[src/rtl/dram_sequencer.sv]
// dram_sequencer: clocked RAS/MUX/CAS/WE sequencer for the slot-3 64Kx1 DRAM.
// Arbitrates CPU accesses, Z80 RAS-only refresh and an internal watchdog
// refresh, stalling the CPU through nwait while the internal refresh owns
// the array.
module dram_sequencer #(
    parameter int unsigned T_RM       = 2,
    parameter int unsigned T_MC       = 1,
    parameter int unsigned T_PRE      = 3,
    parameter int unsigned T_IREF     = 4,
    parameter int unsigned REF_PERIOD = 336
) (
    input  logic        clk,
    input  logic        rst,
    input  logic        nmreq,
    input  logic        nrd,
    input  logic        nwr,
    input  logic        nrfshd,
    input  logic        nsltsl3,
    input  logic [15:0] addr,
    output logic [7:0]  ma,
    output logic        nras,
    output logic        ncas,
    output logic        nwe,
    output logic        mux,
    output logic        nwait
);

    localparam int unsigned TW = $clog2(REF_PERIOD);
    localparam logic [TW-1:0] TIMER_LAST = TW'(REF_PERIOD - 1);

    typedef enum logic [2:0] {
        S_IDLE,
        S_ROW,
        S_COL,
        S_CAS,
        S_ZREF,
        S_IREF,
        S_PRE
    } state_t;

    state_t        state_q, state_d;
    logic [7:0]    cnt_q, cnt_d;
    logic          nras_q, nras_d;
    logic          ncas_q, ncas_d;
    logic          nwe_q, nwe_d;
    logic          mux_q, mux_d;
    logic [7:0]    ref_row_q, ref_row_d;
    logic [TW-1:0] ref_timer_q, ref_timer_d;
    logic          ref_pend_q, ref_pend_d;

    logic acc_req;
    logic ref_req;
    logic enter_ref;
    logic enter_iref;
    logic to_pre;

    // nrd carries no timing information: a read is any access with nwr high at CAS.
    logic unused_nrd;
    assign unused_nrd = nrd;

    assign acc_req = !nmreq && !nsltsl3 && nrfshd;
    assign ref_req = !nmreq && !nrfshd;

    // State, strobe and refresh-watchdog registers with synchronous reset.
    always_ff @(posedge clk) begin
        if (rst) begin
            state_q     <= S_IDLE;
            cnt_q       <= '0;
            nras_q      <= 1'b1;
            ncas_q      <= 1'b1;
            nwe_q       <= 1'b1;
            mux_q       <= 1'b0;
            ref_row_q   <= '0;
            ref_timer_q <= '0;
            ref_pend_q  <= 1'b0;
        end else begin
            state_q     <= state_d;
            cnt_q       <= cnt_d;
            nras_q      <= nras_d;
            ncas_q      <= ncas_d;
            nwe_q       <= nwe_d;
            mux_q       <= mux_d;
            ref_row_q   <= ref_row_d;
            ref_timer_q <= ref_timer_d;
            ref_pend_q  <= ref_pend_d;
        end
    end

    // Next-state, registered strobe values and watchdog update.
    always_comb begin
        state_d     = state_q;
        cnt_d       = cnt_q;
        nras_d      = nras_q;
        ncas_d      = ncas_q;
        nwe_d       = nwe_q;
        mux_d       = mux_q;
        ref_row_d   = ref_row_q;
        ref_timer_d = ref_timer_q;
        ref_pend_d  = ref_pend_q;
        enter_ref   = 1'b0;
        enter_iref  = 1'b0;
        to_pre      = 1'b0;

        case (state_q)
            S_IDLE: begin
                if (ref_req) begin
                    state_d   = S_ZREF;
                    nras_d    = 1'b0;
                    mux_d     = 1'b0;
                    enter_ref = 1'b1;
                end else if (ref_pend_q) begin
                    state_d    = S_IREF;
                    nras_d     = 1'b0;
                    mux_d      = 1'b0;
                    cnt_d      = '0;
                    enter_ref  = 1'b1;
                    enter_iref = 1'b1;
                end else if (acc_req) begin
                    state_d = S_ROW;
                    nras_d  = 1'b0;
                    mux_d   = 1'b0;
                    cnt_d   = '0;
                end
            end
            S_ROW: begin
                if (nmreq) begin
                    to_pre = 1'b1;
                end else if (cnt_q == 8'(T_RM - 1)) begin
                    state_d = S_COL;
                    mux_d   = 1'b1;
                    cnt_d   = '0;
                end else begin
                    cnt_d = cnt_q + 8'd1;
                end
            end
            S_COL: begin
                if (nmreq) begin
                    to_pre = 1'b1;
                end else if (cnt_q == 8'(T_MC - 1)) begin
                    state_d = S_CAS;
                    ncas_d  = 1'b0;
                    nwe_d   = nwr;
                end else begin
                    cnt_d = cnt_q + 8'd1;
                end
            end
            S_CAS, S_ZREF: begin
                if (nmreq) begin
                    to_pre = 1'b1;
                end
            end
            S_IREF: begin
                if (cnt_q == 8'(T_IREF - 1)) begin
                    to_pre    = 1'b1;
                    ref_row_d = ref_row_q + 8'd1;
                end else begin
                    cnt_d = cnt_q + 8'd1;
                end
            end
            S_PRE: begin
                if (cnt_q == 8'(T_PRE - 1)) begin
                    state_d = S_IDLE;
                end else begin
                    cnt_d = cnt_q + 8'd1;
                end
            end
            default: begin
                state_d = S_IDLE;
            end
        endcase

        if (to_pre) begin
            state_d = S_PRE;
            nras_d  = 1'b1;
            ncas_d  = 1'b1;
            nwe_d   = 1'b1;
            mux_d   = 1'b0;
            cnt_d   = '0;
        end

        // Timer saturates at its last value, which also keeps the pending flag
        // asserted; a Z80 refresh restarts the timer but leaves a pending
        // internal refresh outstanding.
        if (enter_ref) begin
            ref_timer_d = '0;
        end else if (ref_timer_q != TIMER_LAST) begin
            ref_timer_d = ref_timer_q + TW'(1);
        end

        if (enter_iref) begin
            ref_pend_d = 1'b0;
        end else if (ref_timer_q == TIMER_LAST) begin
            ref_pend_d = 1'b1;
        end
    end

    // DRAM address mux and CPU wait generation.
    always_comb begin
        if (state_q == S_IREF) begin
            ma = ref_row_q;
        end else if (mux_q) begin
            ma = addr[15:8];
        end else begin
            ma = addr[7:0];
        end

        nwait = 1'b1;
        if (acc_req && ((state_q == S_IREF) || (state_q == S_PRE) ||
                        ((state_q == S_IDLE) && ref_pend_q && !ref_req))) begin
            nwait = 1'b0;
        end
    end

    assign nras = nras_q;
    assign ncas = ncas_q;
    assign nwe  = nwe_q;
    assign mux  = mux_q;

endmodule

[config.mk]
export PLATFORM = sky130hd
export DESIGN_NAME = dram_sequencer
export DESIGN_NICKNAME = d
export VERILOG_FILES = /design/src/rtl/dram_sequencer.sv
export SDC_FILE = /design/constraint.sdc
export NUM_CORES = 1
export LEC_CHECK = 0
export CAP_MARGIN = 10
export CORE_MARGIN = 2
export CORE_UTILIZATION = 50
export DETAILED_ROUTE_END_ITERATION = 8
export HOLD_SLACK_MARGIN = 0.12
export PLACE_DENSITY = 0.76
export SKIP_CTS_REPAIR_TIMING = 1
export SYNTH_ARGS = -nofsm -noshare
export SYNTH_HDL_FRONTEND = slang
export SYNTH_SLANG_ARGS = --single-unit
[constraint.sdc]
create_clock -name clk -period 2.2 [get_ports clk]
set_input_delay 0.22 -clock clk [delete_from_list [all_inputs] [get_ports clk]]
set_output_delay 0.22 -clock clk [all_outputs]
set_load 0.01 [all_outputs]
==> key figures, run 1 <==
Finish
  – Syn-to-layout area delta: 28.6%
  – # diodes: 0
  – Fin nets: around 320
  – Post-layout util: between 60% and 70%
  – Non-filler cells, final: approximately 340
  – Layout cell share with drive strength beyond 1: about 16%
  – Fin area: roughly 2600 sq um

STA
  – Final hold vios: 0
  – Fmax: ~480 MHz
  – Final period util: between 90% and 100%
  – Period minus WS final: 2090 ps
  – RSZ-0062 raised after global routing: true
  – Least-Margin Pin Slew: 532 ps
  – Final setup vio count: 0
  – Fin. max-slew vios: 0
  – Clk_skew: around 4.6 ps
  – Slew HR: between 60% and 70%

Routing
  – Via count: 1906
  – Routed vias/inst: around 5.7
  – Iter 0 DRT Violations: 87
  – Drt pass-1 iters: 4
  – DR DRC count: 0
  – WL per Instance: between 10 and 15 microns
  – Total Wirelength: 4490 microns
  – ANT nets after route: 0

CTS
  – CTS max path bufs: 2
  – Worst skew pair latency: 290 ps
  – CTS tree: built
  – Clock Pin Slew Worst Setup and Hold Paths: 70 ps
  – Clock root buffer: clkbuf_8
  – Clock buffer count from CTS: 5
  – CTS Sinks: 33
  – H-tree Lvls: 2

Min path
  – Worst hold path startpoint: nras
  – Worst Hold Class: reg2reg

Setup path
  – Critical path arrival: around 1900 ps
  – Critical Path Sink Type: output port
  – Worst setup path startpoint: state_q[2]
  – RR Startpoint: cnt_q[1]
  – Required @ worst endpoint: approximately 2000 ps
  – Setup crit start kind: flip-flop
  – Setup CP Type: reg2out
  – Peak fanout along the critical path: 12

Synth
  – Yosys reg bits: 33
  – Yosys warning total: 0
  – Sequential area share after synthesis: approximately a third
  – Post-Syn Instances: 241
  – Post-Syn Area: roughly 2100 sq um
  – Yosys top cell area share: approximately a third
  – Synth area leader: dfxtp_1
  – Post-synth EDFFs: 0
  – Syn nets: 270
  – Syn_area_per_cell: between 8 and 9 sq um
  – Netlist cell types: 53
  – Commonest register cell after synthesis: dfxtp_1
  – Asr flop ratio synth: 0%
  – Top cells by area, synth: dfxtp_1 32%, nor2_1 7.1%, mux2i_1 5.9%

Floorplan
  – Rows: 23
  – Starting Density: 51.6%
  – Die area: roughly 4600 sq um
  – Io pins: 36
  – Core ar.: a little under 4000 sq um
  – Die height: 68.0 microns
  – Die X-Extent: 68.0 microns

Job
  – Max Cap Viol: 0

GRT
  – GR Overflow Total: 0
  – Initial antenna violation count: 0
  – Vias in the first global route: 1701
  – Largest net degree at the start of global routing: 17
  – Total Routing Usage GR: 20.9%
  – First-pass GRT wire length: 7260 microns

Power and ir drop
  – Leakage: about 1.0 nW
  – Power, Total: between 2 and 2.5 mW
  – VDD IR-drop max: approximately 0.00056 V
  – Power per cell area: 787 nW/um^2

Placement
  – Dpl cells: ~330
  – Dpl cell area: approximately 2500 sq um
  – Port Buffers: 34
  – GPL Wtd Cong: 0.800
  – HPWL Detailed: approximately 3300 microns

Run status
  – Outcome: completed
## kinds of logic (layout without fill, tap and decap cells)
| group | after synthesis | after routing | synth area share (%) |
|---|---|---|---|
| multiplexers | 13 | 13 | 6.41 |
| AND/OR/NAND/NOR | 100 | 100 | 26.4 |
| adder cells (fa/ha/maj) | 6 | 6 | 3.66 |
| buffers and inverters | 21 | 67 | 5.31 |
| flip-flops | 33 | 33 | 32.2 |
| XOR/XNOR | 15 | 15 | 6.41 |
| AO/OA/AOI/OAI | 53 | 53 | 19.6 |
## critical path: stages, from the launching register on
cell and delay, ps:
dfxtp_2 380, buf_4 180, nor2_2 140, nand3_1 90
a221o_1 310, clkdlybuf4s50_1 480
## path summary, 6_finish.rpt
check	cells after the start	endpoint	slack [ps]
worst min-delay path	2	nras	470
worst max register to register	7	cnt_q[2]	110
worst max-delay path	5	nwait	110
worst min register to register	2	nras	470
## placed cells by master (no fill, tap or decap), types with 3 or more instances in the layout
cell type,netlist,final
and3_1,9,9
nor2_1,39,38
o21ai_0,9,9
clkbuf_8,0,7
nor2b_1,3,3
nand4_1,8,8
buf_4,2,19
dfxtp_2,0,3
ha_1,6,6
nand2b_1,3,3
a21oi_1,13,13
mux2i_1,12,12
nand3_1,7,7
xnor2_1,6,6
o31ai_1,3,3
inv_1,6,6
nand2_1,8,8
o211ai_1,3,3
a31oi_1,4,4
clkdlybuf4s50_1,0,34
o21ai_1,3,3
dfxtp_1,33,30
xor2_1,9,9
## where the power goes
group	switching (mW)	internal, mW
sequential	0.0757	0.645
clock	0.222	0.283
combinational	0.448	0.403
## metrics by stage
| stage | worst slack [ps] | TNS (ps) | hold WS, ps |
|---|---|---|---|
| final | 111 | 0 | 467 |
| after global routing | -27.9 | -32.7 | 505 |
| after CTS | -18.4 | -22.8 | 473 |
| after detailed placement | -34.6 | -46.5 | 459 |
| after global placement | 7.84 | 0 | 457 |
| after floorplan | 159 | 0 | 292 |
## final cells by class
| class | instances | area [sq um] |
|---|---|---|
| Timing Repair Buffer | 53 | 483 |
| Sequential cell | 33 | 664 |
| Tap cell | 50 | 62.6 |
| Inverter | 6 | 22.5 |
| Fill cell | 369 | 1330 |
| Clock buffer | 7 | 96.3 |
| Multi-Input combinational cell | 187 | 1300 |
| Clock inverter | 1 | 5.00 |
## flip-flops by register name, summed over array words and instances, names as in the netlist
| signal | cells |
|---|---|
| ref_pend_q | 1 |
| nwe | 1 |
| mux | 1 |
| cnt_q | 8 |
| ref_row_q | 8 |
| nras | 1 |
| state_q | 3 |
| ref_timer_q | 9 |
| ncas | 1 |
## layer usage
| metal | GRT usage, % | wire (microns) | part of all wire, % |
|---|---|---|---|
| met5 | 0 | 0 | 0 |
| met4 | 10.0 | 94 | 2.1 |
| met3 | 5.26 | 207 | 4.6 |
| met2 | 34.2 | 2100 | 47 |
| met1 | 25.5 | 2080 | 46 |
## synthesized netlist by cell type (3+ instances only)
cell type,number
o31ai_1,3
o311ai_0,3
xor2_1,9
nor2b_1,3
mux2i_1,12
inv_1,6
and3_1,9
ha_1,6
dfxtp_1,33
o21ai_0,9
buf_2,6
nand3_1,7
nand2_1,8
o311ai_1,3
nand4_1,8
xnor2_1,6
nand2b_1,3
a21oi_1,13
or3_1,3
clkbuf_1,4
a31oi_1,4
o21ai_1,3
nor2_1,39
o211ai_1,3
Note: power is estimated with default switching activity, not from simulation.
==> run 2, diff against run 1 <==
--- a/config.mk
+++ b/config.mk
@@ -5,7 +5,6 @@
 export SDC_FILE = /design/constraint.sdc
 export NUM_CORES = 1
 export LEC_CHECK = 0
-export CAP_MARGIN = 10
 export CORE_MARGIN = 2
 export CORE_UTILIZATION = 50
 export DETAILED_ROUTE_END_ITERATION = 8
==> results of run 2 <==
The final DEF is identical to that of run 1; final timing and power are the same.
==> variant 1, RTL diff (flow settings as in run 1) <==
Re-encode `state_t` (7 states) as one-hot, 7 bits wide.
--- a/src/rtl/dram_sequencer.sv
+++ b/src/rtl/dram_sequencer.sv
@@ -29,12 +29,12 @@
     localparam logic [TW-1:0] TIMER_LAST = TW'(REF_PERIOD - 1);
 
-    typedef enum logic [2:0] {
-        S_IDLE,
-        S_ROW,
-        S_COL,
-        S_CAS,
-        S_ZREF,
-        S_IREF,
-        S_PRE
+    typedef enum logic [6:0] {
+        S_IDLE = 7'b0000001,
+        S_ROW  = 7'b0000010,
+        S_COL  = 7'b0000100,
+        S_CAS  = 7'b0001000,
+        S_ZREF = 7'b0010000,
+        S_IREF = 7'b0100000,
+        S_PRE  = 7'b1000000
     } state_t;
 
Behaviour: same outputs for any inputs over 10 cycles, from zero or initial values and one cycle with rst high; not proved beyond that.
==> variant 1 against run 1 <==
Sequential share of layout area up 0.76 points. Count of clock-buffer cells in the layout decreased by 2. Final area up 8.6%. Area after synthesis increased by 7.9%. Fmax down 0.41%. Critical path type unchanged. Worst setup slack lost 0.0085 ns. Largest cell class unchanged. Sequential cell count grew 4. Wire length up 14%. Critical path depth unchanged.
Power is not compared: it rests on default switching activity, and its combinational part moved more than twofold at a synthesized area within 25%.
==> variant 1: results (changes against run 1) <==
| Metric | Value |
|---|---|
| Slew margin rel. | `65.5% (was 64.2%)` |
| Multi-input logic area | `1410 um2 (was 1300 um2)` |
| Routed WL | `5090 um (was 4490 um)` |
| GRT met3 Usage | `6.13% (was 5.26%)` |
| Non-clock buffers | `57 (was 53)` |
| Met2 usage | `35.3% (was 34.2%)` |
| Post-synthesis cell type count | `60 (was 53)` |
| Initial drt markers | `97 (was 87)` |
| Comb_multi_in | `216 (was 187)` |
| DP Wirelength | `3740 um (was 3310 um)` |
| Largest net degree at the start of global routing | `18 (was 17)` |
| Met1 Track Usage GR | `26.0% (was 25.5%)` |
| Non-CTS inverters | `7 (was 6)` |
| Multi-input combinational area share | `49.3% (was 49.4%)` |
| Sequential area share after synthesis | `33.5% (was 32.2%)` |
| Signal buf overhead | `18.6% (was 18.3%)` |
| First-pass GRT wire length | `8540 um (was 7260 um)` |
| Final #Nets | `353 (was 315)` |
| Clock network area share | `3.01% (was 3.84%)` |
| Status | `complete, no violations (unchanged)` |
| GRT Util Overall | `21.2% (was 20.9%)` |
| Layout cells sized above 1 | `16.0% (was 16.4%)` |
| P_comb | `403 uW` |
| R2R Path End | `cnt_q[7] (was cnt_q[2])` |
| Highest-delay cell along the critical path | `or4b_1 (was clkdlybuf4s50_1)` |
| Routability-driven placement congestion ratio | `0.880 (was 0.800)` |
| WL met3 | `327 um (was 207 um)` |
| Crit-path max cell delay | `0.46 ns (was 0.48 ns)` |
| Dpl ws | `-0.0170 ns (was -0.0346 ns)` |
| Crit-path leading delay family | `simple AND/OR/NAND/NOR gates (was buffers and inverters)` |
| Clock skew | `0.00694 ns (was 0.00460 ns)` |
| Vias in the first global route | `1994 (was 1701)` |
| Routed vias | `2110 (was 1906)` |
| CTS Sinks | `37 (was 33)` |
| Worst-path maximum fanout | `3 (was 12)` |
| DRT met1 WL | `2340 um (was 2080 um)` |
| Register Area | `743 um2 (was 664 um2)` |
## variant 1: worst min-delay path by stage
stage / slack, ns / end / startpoint / cells after the start
3_5_place_dp: 0.44 / nras / nras / 2
6_report: 0.45 / nras / nras / 2
2_1_floorplan: 0.32 / state_q[0] / rst / 1
5_1_grt: 0.46 / nras / nras / 2
3_3_place_gp: 0.43 / nras / nras / 2
4_1_cts: 0.45 / nras / nras / 2
## variant 1: through the flow
stage,instances,setup TNS (ns)
after floorplan,272,0
after global placement,369,0
after detailed placement,369,-0.0170
after CTS,377,-2.31
after global routing,377,0
final,377,0
## variant 1: logic make-up (layout without fill, tap and decap cells)
kind of cell | Yosys count | in the layout | share of synthesized area [%]
multiplexers | 10 | 10 | 4.58
adder cells (fa/ha/maj) | 6 | 6 | 3.39
flip-flops | 37 | 37 | 33.5
AND/OR/NAND/NOR | 121 | 121 | 30.7
AO/OA/AOI/OAI | 65 | 65 | 18.3
XOR/XNOR | 14 | 14 | 5.54
buffers and inverters | 19 | 72 | 4.01
==> variant 2, RTL diff (settings of run 1) <==
Without the edit above. Change the parameter `REF_PERIOD` from 336 to 168.
--- a/src/rtl/dram_sequencer.sv
+++ b/src/rtl/dram_sequencer.sv
@@ -8,5 +8,5 @@
     parameter int unsigned T_PRE      = 3,
     parameter int unsigned T_IREF     = 4,
-    parameter int unsigned REF_PERIOD = 336
+    parameter int unsigned REF_PERIOD = 168
 ) (
     input  logic        clk,
Function: no difference found for any inputs over 10 cycles, from zero or initial values and one cycle with rst high; that may be too few to reach the edited logic, so the function may still have changed.
==> variant 2 against run 1 <==
Worst setup slack gained 0.024 ns. Via count grew 0.21%. Non-clock buffer count grew 3. Sequential cell count shrank 1. Critical path depth grew 1. Area after synthesis shrank 5.6%. Worst hold slack lost 0.020 ns. Final area shrank 2.7%. Wire length grew 4.6%. Total power grew 18%. Clock skew is essentially flat. Largest power group unchanged.
==> variant 2: results (changes against run 1) <==
| Metric | Value |
|---|---|
| Status | `complete, no violations (unchanged)` |
| Hold Path Class | `reg2reg (unchanged)` |
| Crit-path leading delay family | `buffers and inverters (unchanged)` |
| Final #Nets | `322 (was 315)` |
| Most frequent cells after synthesis | `dfxtp_1 (32), nor2_1 (25), nand2_1 (24) (was nor2_1 (39), dfxtp_1 (33), a21oi_1 (13))` |
| DR WL/cell | `13.7 um (was 13.3 um)` |
| Clock Root Buffer | `clkbuf_8 (unchanged)` |
| DR vias/cell | `5.58 (was 5.66)` |
| Largest net degree at the start of global routing | `20 (was 17)` |
| Lkg Pwr | `0.000999 uW (was 0.00104 uW)` |
| First-pass GRT wire length | `8250 um (was 7260 um)` |
| Post-synthesis cell type count | `46 (was 53)` |
| Worst Tran Pin Value | `0.534 ns (was 0.532 ns)` |
| Crit-path max cell delay | `0.48 ns (about the same)` |
| Largest cells by area after synthesis | `dfxtp_1 (33%), o21ai_0 (5.4%), mux2i_1 (5.2%), nor2_1 (4.8%), a21oi_1 (4.7%) (was dfxtp_1 (32%), nor2_1 (7.1%), mux2i_1 (5.9%), xor2_1 (3.8%), ha_1 (3.7%))` |
| Routability-driven placement congestion ratio | `0.917 (was 0.800)` |
| Highest-delay cell along the critical path | `clkdlybuf4s50_1 (unchanged)` |
| Clock skew | `0.00496 ns (was 0.00460 ns)` |
| Num CTS Buffers | `5 (unchanged)` |
| Worst-path maximum fanout | `12 (unchanged)` |
| Sequential area share after synthesis | `33.1% (was 32.2%)` |
| Post-synth ARST share | `0% (unchanged)` |
| Placed cell areas | `2440 um2 (was 2510 um2)` |
| Clock-pin slew on the worst setup and hold paths | `0.06 ns` |
| GRT Util Overall | `24.3% (was 20.9%)` |
| Vias in the first global route | `1854 (was 1701)` |
| Largest registers | `cnt_q x8, ref_row_q x8, ref_timer_q x8 (was ref_timer_q x9, cnt_q x8, ref_row_q x8)` |
| DP Wirelength | `3520 um (was 3310 um)` |
| Setup-failing EPs final | `0 (unchanged)` |
| Synth warnings | `0 (unchanged)` |
| Mapped Nets | `274 (was 270)` |
| ANT cells | `0 (unchanged)` |
| Pre-Repair DR Iteration Count | `4 (unchanged)` |
| Initial drt markers | `84 (was 87)` |
| Crit path arrival time | `1.84 ns (was 1.87 ns)` |
| Maximum vdd drop | `0.000757 V (was 0.000562 V)` |
| Layout cells sized above 1 | `13.6% (was 16.4%)` |
| H-tree levels | `2 (unchanged)` |
| Top FF cell, synth | `dfxtp_1 (unchanged)` |
| Clk Latency, worst-skew pair | `0.28 ns` |
| Clock Path Buffers | `2 (unchanged)` |
| Psw | `941 uW (was 746 uW)` |
==> variant 2: layout make-up <==
cell class              instances  area, um2
multi-input cells             191       1210
flip-flops and latches         32        646
fillers                       321       1120
repair buffers                 56        533
inverters                       7       26.3
well taps                      48       60.1
clock buffers                   8       90.1
==> variant 2: tightest hold or removal path: stages, from the launching register on <==
cell	delay, ns
dfxtp_1	0.31
nand2_1	0.05
nand2_1	0.05
==> variant 2: cells by family (layout without fill, tap and decap cells) <==
family	count (synthesis)	count (layout)	share of synthesized area, %
and+or+nand+nor	102	102	27.9
AOI/OAI and AO/OA	60	60	19.3
DFF	32	32	33.1
buffers and inverters	22	71	4.78
xor gates and xnor gates	13	13	5.88
muxes	10	10	5.17
adders and majority gates	6	6	3.88
==> variant 2: path summary, 6_finish.rpt <==
kind	cells past startpoint	slack, ns	endpoint	start
max	6	0.14	nwait	state_q[2]
min reg2reg	2	0.45	ncas	ncas
max reg2reg	8	0.14	cnt_q[4]	cnt_q[1]
min	2	0.45	ncas	ncas
==> variant 2: routing by layer <==
layer,up-vias,track usage (%),part of all wire (%)
li1,981,-,-
met1,889,30.2,46
met2,32,41.3,49
met3,8,5.11,3.2
met4,0,8.67,1.4
met5,-,0,0
==> variant 2: stage by stage <==
step                std cells  utilization [%]  total power (uW)  hold slack [ns]  setup WS (ns)
detailed placement        334             66.0              1980            0.440        -0.0126
finish                    342             69.6              2450            0.447          0.135
global route              342             69.6              2620            0.495        0.00576
global placement          334             66.0              1960            0.432        0.00271
floorplan                 245                -              1480            0.293          0.233
CTS                       342             68.5              2450            0.451         -0.172
==> variant 2: power by group through the flow <==
stage / registers (uW) / clock network [uW] / logic (uW)
global route: 780 / 487 / 1360
detailed placement: 766 / 0 / 1210
finish: 765 / 457 / 1230
global placement: 764 / 0 / 1200
floorplan: 707 / 0 / 772
CTS: 754 / 475 / 1220
